==> src/rtl/uncached_req_buffer.sv <==
`timescale 1ns/1ps
// Uncached request buffer: posts stores through a DEPTH-entry FIFO and issues single-beat bus
// transactions in program order. Define UC_WBUF_MERGE_EN to merge same-word stores into the tail.
module uncached_req_buffer #(
    parameter int DEPTH = 4
) (
    input  logic        clk,
    input  logic        reset,
    input  logic        req_valid,
    input  logic        req_write,
    input  logic [31:0] req_addr,
    input  logic [2:0]  req_size,
    input  logic [3:0]  req_strobe,
    input  logic [31:0] req_wdata,
    output logic        req_addr_ok,
    output logic        req_data_ok,
    output logic [31:0] req_rdata,
    output logic        bus_valid,
    output logic        bus_write,
    output logic [31:0] bus_addr,
    output logic [2:0]  bus_size,
    output logic [3:0]  bus_strobe,
    output logic [31:0] bus_wdata,
    input  logic        bus_ready,
    input  logic [31:0] bus_rdata
);
    localparam int PW = $clog2(DEPTH);
    localparam int CW = PW + 1;

    // state | meaning
    // IDLE  | nothing on the bus; drain the FIFO first, otherwise take a load
    // WRITE | FIFO head presented on the bus until bus_ready
    // READ  | load presented on the bus until bus_ready
    typedef enum logic [1:0] {IDLE, WRITE, READ} state_t;

    state_t state_q, state_d;

    logic [31:0] fifo_addr_q   [DEPTH];
    logic [2:0]  fifo_size_q   [DEPTH];
    logic [3:0]  fifo_strobe_q [DEPTH];
    logic [31:0] fifo_wdata_q  [DEPTH];

    logic [PW-1:0] wr_ptr_q, wr_ptr_d, rd_ptr_q, rd_ptr_d, head_sel;
    logic [CW-1:0] count_q, count_d;

    logic          ent_we;
    logic [PW-1:0] ent_idx;
    logic [31:0]   ent_addr_d, ent_wdata_d;
    logic [2:0]    ent_size_d;
    logic [3:0]    ent_strobe_d;

    logic        bus_valid_q, bus_valid_d, bus_write_q, bus_write_d;
    logic [31:0] bus_addr_q, bus_addr_d, bus_wdata_q, bus_wdata_d;
    logic [2:0]  bus_size_q, bus_size_d;
    logic [3:0]  bus_strobe_q, bus_strobe_d;
    logic        req_data_ok_q, req_data_ok_d;
    logic [31:0] req_rdata_q, req_rdata_d;

    logic empty, full, store_req, store_acc, load_acc, push, pop, merge;

    assign empty     = (count_q == '0);
    assign full      = (count_q == CW'(DEPTH));
    assign store_req = req_valid & req_write;
    assign pop       = (state_q == WRITE) & bus_ready;

`ifdef UC_WBUF_MERGE_EN
    logic [PW-1:0] tail_idx;
    logic          tail_on_bus;

    assign tail_idx = wr_ptr_q - PW'(1);
    // tail is, or is about to become, the bus entry: merging then would change data under the bus
    assign tail_on_bus = (count_q == CW'(1)) | (pop & (count_q == CW'(2)));
    assign merge = store_req & !empty & !tail_on_bus
                   & (req_addr[31:2] == fifo_addr_q[tail_idx][31:2]);
`else
    assign merge = 1'b0;
`endif

    assign store_acc   = store_req & (!full | merge);
    assign load_acc    = req_valid & !req_write & empty & (state_q == IDLE);
    assign push        = store_acc & !merge;
    assign req_addr_ok = store_acc | load_acc;

    always_comb begin
        ent_we       = store_acc;
        ent_idx      = wr_ptr_q;
        ent_addr_d   = req_addr;
        ent_size_d   = req_size;
        ent_strobe_d = req_strobe;
        ent_wdata_d  = req_wdata;
`ifdef UC_WBUF_MERGE_EN
        if (merge) begin
            ent_idx      = tail_idx;
            ent_addr_d   = fifo_addr_q[tail_idx];
            ent_size_d   = 3'd2;
            ent_strobe_d = fifo_strobe_q[tail_idx] | req_strobe;
            for (int b = 0; b < 4; b++) begin
                ent_wdata_d[8*b +: 8] = req_strobe[b] ? req_wdata[8*b +: 8]
                                                      : fifo_wdata_q[tail_idx][8*b +: 8];
            end
        end
`endif
    end

    always_comb begin
        wr_ptr_d = push ? wr_ptr_q + PW'(1) : wr_ptr_q;
        rd_ptr_d = pop ? rd_ptr_q + PW'(1) : rd_ptr_q;
        count_d  = count_q;
        if (push && !pop) begin
            count_d = count_q + CW'(1);
        end else if (!push && pop) begin
            count_d = count_q - CW'(1);
        end
    end

    assign head_sel = (state_q == WRITE) ? rd_ptr_q + PW'(1) : rd_ptr_q;

    always_comb begin
        state_d       = state_q;
        bus_valid_d   = bus_valid_q;
        bus_write_d   = bus_write_q;
        bus_addr_d    = bus_addr_q;
        bus_size_d    = bus_size_q;
        bus_strobe_d  = bus_strobe_q;
        bus_wdata_d   = bus_wdata_q;
        req_data_ok_d = store_acc | ((state_q == READ) & bus_ready);
        req_rdata_d   = req_rdata_q;

        case (state_q)
            IDLE: begin
                if (!empty) begin
                    state_d      = WRITE;
                    bus_valid_d  = 1'b1;
                    bus_write_d  = 1'b1;
                    bus_addr_d   = fifo_addr_q[head_sel];
                    bus_size_d   = fifo_size_q[head_sel];
                    bus_strobe_d = fifo_strobe_q[head_sel];
                    bus_wdata_d  = fifo_wdata_q[head_sel];
                end else if (load_acc) begin
                    state_d      = READ;
                    bus_valid_d  = 1'b1;
                    bus_write_d  = 1'b0;
                    bus_addr_d   = req_addr;
                    bus_size_d   = req_size;
                    bus_strobe_d = req_strobe;
                    bus_wdata_d  = req_wdata;
                end else begin
                    bus_valid_d = 1'b0;
                end
            end
            WRITE: begin
                if (bus_ready) begin
                    if (count_q > CW'(1)) begin
                        bus_addr_d   = fifo_addr_q[head_sel];
                        bus_size_d   = fifo_size_q[head_sel];
                        bus_strobe_d = fifo_strobe_q[head_sel];
                        bus_wdata_d  = fifo_wdata_q[head_sel];
                    end else if (push) begin
                        // the only remaining entry is being written this edge; take it from the request
                        bus_addr_d   = req_addr;
                        bus_size_d   = req_size;
                        bus_strobe_d = req_strobe;
                        bus_wdata_d  = req_wdata;
                    end else begin
                        state_d     = IDLE;
                        bus_valid_d = 1'b0;
                    end
                end
            end
            READ: begin
                if (bus_ready) begin
                    state_d     = IDLE;
                    bus_valid_d = 1'b0;
                    req_rdata_d = bus_rdata;
                end
            end
            default: begin
                state_d     = IDLE;
                bus_valid_d = 1'b0;
            end
        endcase
    end

    always_ff @(posedge clk or posedge reset) begin
        if (reset) begin
            state_q       <= IDLE;
            wr_ptr_q      <= '0;
            rd_ptr_q      <= '0;
            count_q       <= '0;
            bus_valid_q   <= 1'b0;
            bus_write_q   <= 1'b0;
            bus_addr_q    <= '0;
            bus_size_q    <= '0;
            bus_strobe_q  <= '0;
            bus_wdata_q   <= '0;
            req_data_ok_q <= 1'b0;
            req_rdata_q   <= '0;
            for (int i = 0; i < DEPTH; i++) begin
                fifo_addr_q[i]   <= '0;
                fifo_size_q[i]   <= '0;
                fifo_strobe_q[i] <= '0;
                fifo_wdata_q[i]  <= '0;
            end
        end else begin
            state_q       <= state_d;
            wr_ptr_q      <= wr_ptr_d;
            rd_ptr_q      <= rd_ptr_d;
            count_q       <= count_d;
            bus_valid_q   <= bus_valid_d;
            bus_write_q   <= bus_write_d;
            bus_addr_q    <= bus_addr_d;
            bus_size_q    <= bus_size_d;
            bus_strobe_q  <= bus_strobe_d;
            bus_wdata_q   <= bus_wdata_d;
            req_data_ok_q <= req_data_ok_d;
            req_rdata_q   <= req_rdata_d;
            if (ent_we) begin
                fifo_addr_q[ent_idx]   <= ent_addr_d;
                fifo_size_q[ent_idx]   <= ent_size_d;
                fifo_strobe_q[ent_idx] <= ent_strobe_d;
                fifo_wdata_q[ent_idx]  <= ent_wdata_d;
            end
        end
    end

    assign req_data_ok = req_data_ok_q;
    assign req_rdata   = req_rdata_q;
    assign bus_valid   = bus_valid_q;
    assign bus_write   = bus_write_q;
    assign bus_addr    = bus_addr_q;
    assign bus_size    = bus_size_q;
    assign bus_strobe  = bus_strobe_q;
    assign bus_wdata   = bus_wdata_q;

endmodule

==> config.mk <==
export PLATFORM = sky130hd
export DESIGN_NAME = uncached_req_buffer
export DESIGN_NICKNAME = d
export VERILOG_FILES = /design/src/rtl/uncached_req_buffer.sv
export SDC_FILE = /design/constraint.sdc
export NUM_CORES = 1
export LEC_CHECK = 0
export CELL_PAD_IN_SITES_DETAIL_PLACEMENT = 1
export CELL_PAD_IN_SITES_GLOBAL_PLACEMENT = 1
export CORE_AREA = 2 2 304 156
export CTS_CLUSTER_DIAMETER = 80
export DETAILED_ROUTE_END_ITERATION = 8
export DIE_AREA = 0 0 306 158
export PLACE_DENSITY = 0.77
export RECOVER_POWER = 25
export SLEW_MARGIN = 30
export SYNTH_ARGS = -nofsm -noshare
export SYNTH_HDL_FRONTEND = slang
export SYNTH_SLANG_ARGS = --single-unit
==> constraint.sdc <==
create_clock -name clk -period 13.1 [get_ports clk]
set_input_delay 2.62 -clock clk [delete_from_list [all_inputs] [get_ports clk]]
set_output_delay 2.62 -clock clk [all_outputs]
set_load 0.05 [all_outputs]
* Word-level counts from Yosys, hierarchy flattened
Cells that the tools add are included.
** Word-level totals
- Logic and storage cells :: 138
- Output and inout port bits :: 107
- Flip-flop bits (word level) :: 399
- Bits of input ports :: 108
** Operators by class
- $lt $le $gt $ge :: 4
- Muxes and demuxes :: 65
- Bitwise gates (word level) :: 11
- Reductions and logical operators :: 16
- Equality and inequality tests :: 10
- $add $sub $neg :: 4
** Operators with widths (number)
- 2-to-1 mux 32 bit :: 15
- bitwise mux 128 bit :: 2
- binary-select mux 32 bit (select 2 bit) :: 2
- case mux 32 bit (2 select lines) :: 2
- demux 32 bit (select 2 bit) :: 1
- 2-to-1 mux 4 bit :: 8
- 2-to-1 mux 3 bit :: 10
- bitwise mux 16 bit :: 1
- 2-to-1 mux 2 bit :: 7
- bitwise mux 12 bit :: 1
- inequality test 2 bit (second input constant) :: 5
- binary-select mux 4 bit (select 2 bit) :: 1
- demux 4 bit (select 2 bit) :: 1
- 2-to-1 mux 1 bit :: 8
- case mux 4 bit (2 select lines) :: 1
- AND reduction 4 bit :: 2
- AND 1 bit :: 7
- binary-select mux 3 bit (select 2 bit) :: 1
- demux 3 bit (select 2 bit) :: 1
- greater-or-equal comparator 3 bit (second input constant) :: 2
- NOT 2 -> 3 bit :: 2
- case mux 2 bit (3 select lines) :: 1
- case mux 3 bit (2 select lines) :: 1
- AND reduction 5 bit :: 1
- other kinds (18) :: 27

* Logic depth before layout (Yosys ltp)
- Depth in word-level cells :: 9
- Depth in mapped cells :: 9
- Gate-level depth less buffers :: 8

* Worst setup path after synthesis
Ideal clock, no wire load.
- Kind :: input-to-output
- Start :: in req_write
- End :: out req_addr_ok
- Required time :: 10.480 ns
- Path buffers :: 0
- Slack :: 7.326 ns
- Data arrival time :: 3.154 ns
- Stages on the path :: 2
- Path through :: a21oi_1 and3b_1
** Between the ends
- Cells in the longest elaborated chain, start to end :: 5
- Elaborated cells on any way between the ends :: 7
- Classes of those cells :: bitwise (6); reduce/logical (1)
** Ends and longest elaborated chain
- start: declaration :: RTL line 10 : input logic req_write,
- zero test 1 bit :: RTL line 80 : assign load_acc = req_valid & !req_write & empty & (state_q == IDLE);
- AND 1 bit (3 in series) :: RTL line 80
- OR 1 bit (*) :: RTL line 82 : assign req_addr_ok = store_acc | load_acc;
- end: declaration :: RTL line 15 : output logic req_addr_ok,
Mark *: on every way between the ends. The rest lies on a longest branch, timed or not.

* Worst setup path in the final report
Same ends and word-level chain as after synthesis.

==> metrics.md <==
| Metric | Value |
|---|---|
| Power density cells | `about 300 nW/um2` |
| Top cells by area, synth | `dfrtp_1, mux2_2, a21oi_1, nor2_1, o221ai_1` |
| Hold_ws | `0.501 ns` |
| Pre-CTS setup slack | `6.25 ns` |
| Detail-routed net length per standard cell | `22.3 um` |
| Asr flop ratio synth | `1.00` |
| Initial DRC count | `about 740` |
| Synth Register Bits | `399` |
| Final hold viol count | `0` |
| Setup TNS | `0 ns` |
| Final net count | `between 1,500 and 2,000` |
| DRC viols | `0` |
| I/O pin total | `215` |
| GPL Wtd Cong | `0.746` |
| Critical Path Source Type | `input pin` |
| Via count of the first global-routing pass | `14,449` |
| Fillcell total | `4,738` |
| Worst vdd ir | `0.138 mV` |
| Core area | `45,900 um2` |
| Cts bufs inserted | `39` |
| Antenna viol nets, final | `0` |
| Worst-path fanout max | `5` |
| Commonest cells in the netlist | `dfrtp_1, mux2_2, a21oi_1` |
| Number of antenna diodes | `0` |
| DR vias | `~13,000` |
| All-Layer GR Usage | `0.215` |
| Max cap viols | `1` |
| Setup violations, final | `0` |
| Sequential share of the synthesized area | `0.541` |
| Post-Route WL | `52.2 mm` |
| Overflow after GRT | `0` |
| Critical path class | `input pin to primary output` |
| Final Skew | `0.00910 ns` |
| Relative slew slack | `-1.13` |
| DIE WIDTH | `306 um` |
| Initial antenna violation count | `0` |
| Min cycle time layout | `6.91 ns` |
| Syn avg cell area | `11.9 um2` |
| CTS Hold Bufs | `0` |
| Hold endpoint | `fifo_addr_q[13]` |
| Clock transition at the registers of the reported paths | `around 0.06 ns` |
| Post-Syn Area | `roughly 18,000 um2` |
| Cell variety after synth | `between 40 and 50` |
| Failing checks | `capacitance limit, slew limit` |
| Post-synth top area cell | `dfrtp_1` |
| Hold Path Cell Cnt | `1` |
| CP Capture Type | `primary output` |
| Period utilization | `0.528` |
| Power Total | `~6700 uW` |
| Insertion delay to the later sink of the worst-skew pair | `0.53 ns` |
| RSZ-0062 raised after global routing | `no` |
| Yosys top cell area share | `0.541` |
| Critical Path RT | `10.48 ns` |
| CP arrival | `4.29 ns` |
| Slew @ Worst Pin | `3.19 ns` |
| Largest net degree at the start of global routing | `~180` |
| R2R depth | `7` |
| Die area | `48,300 um2` |
| Multi-input logic area | `7920 um2` |
| CTS Buffer Depth | `3` |
| Syn Nets | `1,668` |
| Reg2Reg Launch Point | `state_q[0]` |
| Dominant synthesized flop cell | `dfrtp_1` |
| Cts repair resizes | `0` |
| CTS tree | `built` |
| Most numerous cell in the Yosys netlist | `dfrtp_1` |
| Root buffer cell | `clkbuf_16` |
| Post-DP HPWL | `~31 mm` |
| Reg-to-reg critical path endpoint | `bus_addr[21]` |
| First-pass GRT wire length | `81.9 mm` |
| Sequential cell area | `about 10000 um2` |
| Worst hold path class | `register to register` |
| H-Tree Depth | `2` |
| Vias per Instance | `5.67` |
| F_max | `145 MHz` |
| Worst path max stage delay | `~0.80 ns` |
| Static leakage | `0.00947 uW` |
| Post-CTS Setup Bufs | `0` |
| Post-synth EDFFs | `0` |
| Max Slew Vio Count | `57` |
| Worst setup margin | `6.19 ns` |
| CP max stage cell | `clkdlybuf4s50_1` |
| CTS Sinks | `approximately 400` |
| Starting Density | `0.403` |
| Area growth from synthesis to layout | `21.1%` |
| Synth warn | `0` |
| Hold wc startpoint | `fifo_addr_q[13]` |
| Die H | `158 um` |
| R2r setup slk | `9.58 ns` |
| Status | `complete, but fails checks` |
| Mapped Cells | `1,551` |
| Layout cells sized above 1 | `0.265` |
| Placement Rows | `56` |
| Drt first pass iters | `5` |
| PortBufs | `214` |
| CP Cell Sequence | `dlygate4sd3_1 -> a21oi_1 -> and3b_1 -> clkdlybuf4s50_1` |
-- power by group --
| group | internal, uW | switching (uW) | total [uW] | leakage [uW] |
|---|---|---|---|---|
| Combinational | 1360 | 1960 | 3330 | 0.00403 |
| Sequential | 1850 | 406 | 2250 | 0.00483 |
| Clock | 647 | 478 | 1130 | 0.000612 |
-- sequential cells by signal (all words and copies together), names as in the netlist --
register / count
fifo_addr_q: 128
fifo_wdata_q: 128
bus_addr: 32
bus_wdata: 32
req_rdata: 32
fifo_strobe_q: 16
fifo_size_q: 12
bus_strobe: 4
bus_size: 3
count_q: 3
ent_idx: 2
rd_ptr_q: 2
state_q: 2
bus_valid: 1
bus_write: 1
req_data_ok: 1
-- metrics by stage --
stage | std cells | utilization | instance area, um2
after detailed placement | 2272 | 0.459 | 21100
after global placement | 2272 | 0.459 | 21100
after CTS | 2340 | 0.486 | 22300
final | 2342 | 0.488 | 22400
after global routing | 2342 | 0.488 | 22400
after floorplan | 1551 | - | 18500
-- worst max-delay path, delay by kind of cell --
family,cells,cell delay [ns]
buffers and inverters,2,1.39
AO/OA/AOI/OAI,1,0.05
AND/OR/NAND/NOR,1,0.22
-- area by class of cell --
type / count / share of cell area
Tap cell: 609 / 0.0341
Inverter: 18 / 0.00319
Sequential cell: 399 / 0.447
Timing Repair Buffer: 238 / 0.106
Multi-Input combinational cell: 1010 / 0.354
Clock buffer: 60 / 0.0517
Clock inverter: 8 / 0.00414
-- kinds of logic (layout without fill, tap and decap cells) --
family	count (synthesis)	count (layout)	synth area share
xor gates and xnor gates	7	7	0.00373
adders and majority gates	9	9	0.00610
AOI/OAI and AO/OA	342	342	0.112
muxes	388	388	0.236
and+or+nand+nor	264	264	0.0664
buffers and inverters	142	324	0.0356
DFF	399	399	0.541
-- how the worst max path moves through the flow --
stage	slack, ns	start	to
floorplan	5.11	reset	bus_addr[0]
finish	6.19	req_write	req_addr_ok
detailed placement	6.25	req_write	req_addr_ok
global placement	6.23	req_write	req_addr_ok
CTS	6.25	req_write	req_addr_ok
global route	6.13	req_write	req_addr_ok
-- routing by layer --
layer | vias to the layer above | routed length, um | global-route usage
li1 | 5951 | - | -
met1 | 7002 | 24600 | 0.301
met2 | 263 | 24400 | 0.352
met3 | 68 | 2380 | 0.0373
met4 | 0 | 735 | 0.0446
met5 | - | 0 | 0
-- cell usage in the layout (no fill, tap or decap), drive strengths merged, types with 27 or more instances in the layout --
cell	synthesis	routed
clkdlybuf4s50	0	211
dfrtp	399	399
o21ai	27	27
mux2	363	363
o221ai	34	34
a21oi	171	171
nor3	48	48
o22ai	36	36
a211oi	35	35
nor2	127	127
clkbuf	47	61
or3	38	38
No activity file was read; power rests on OpenSTA's default activity.
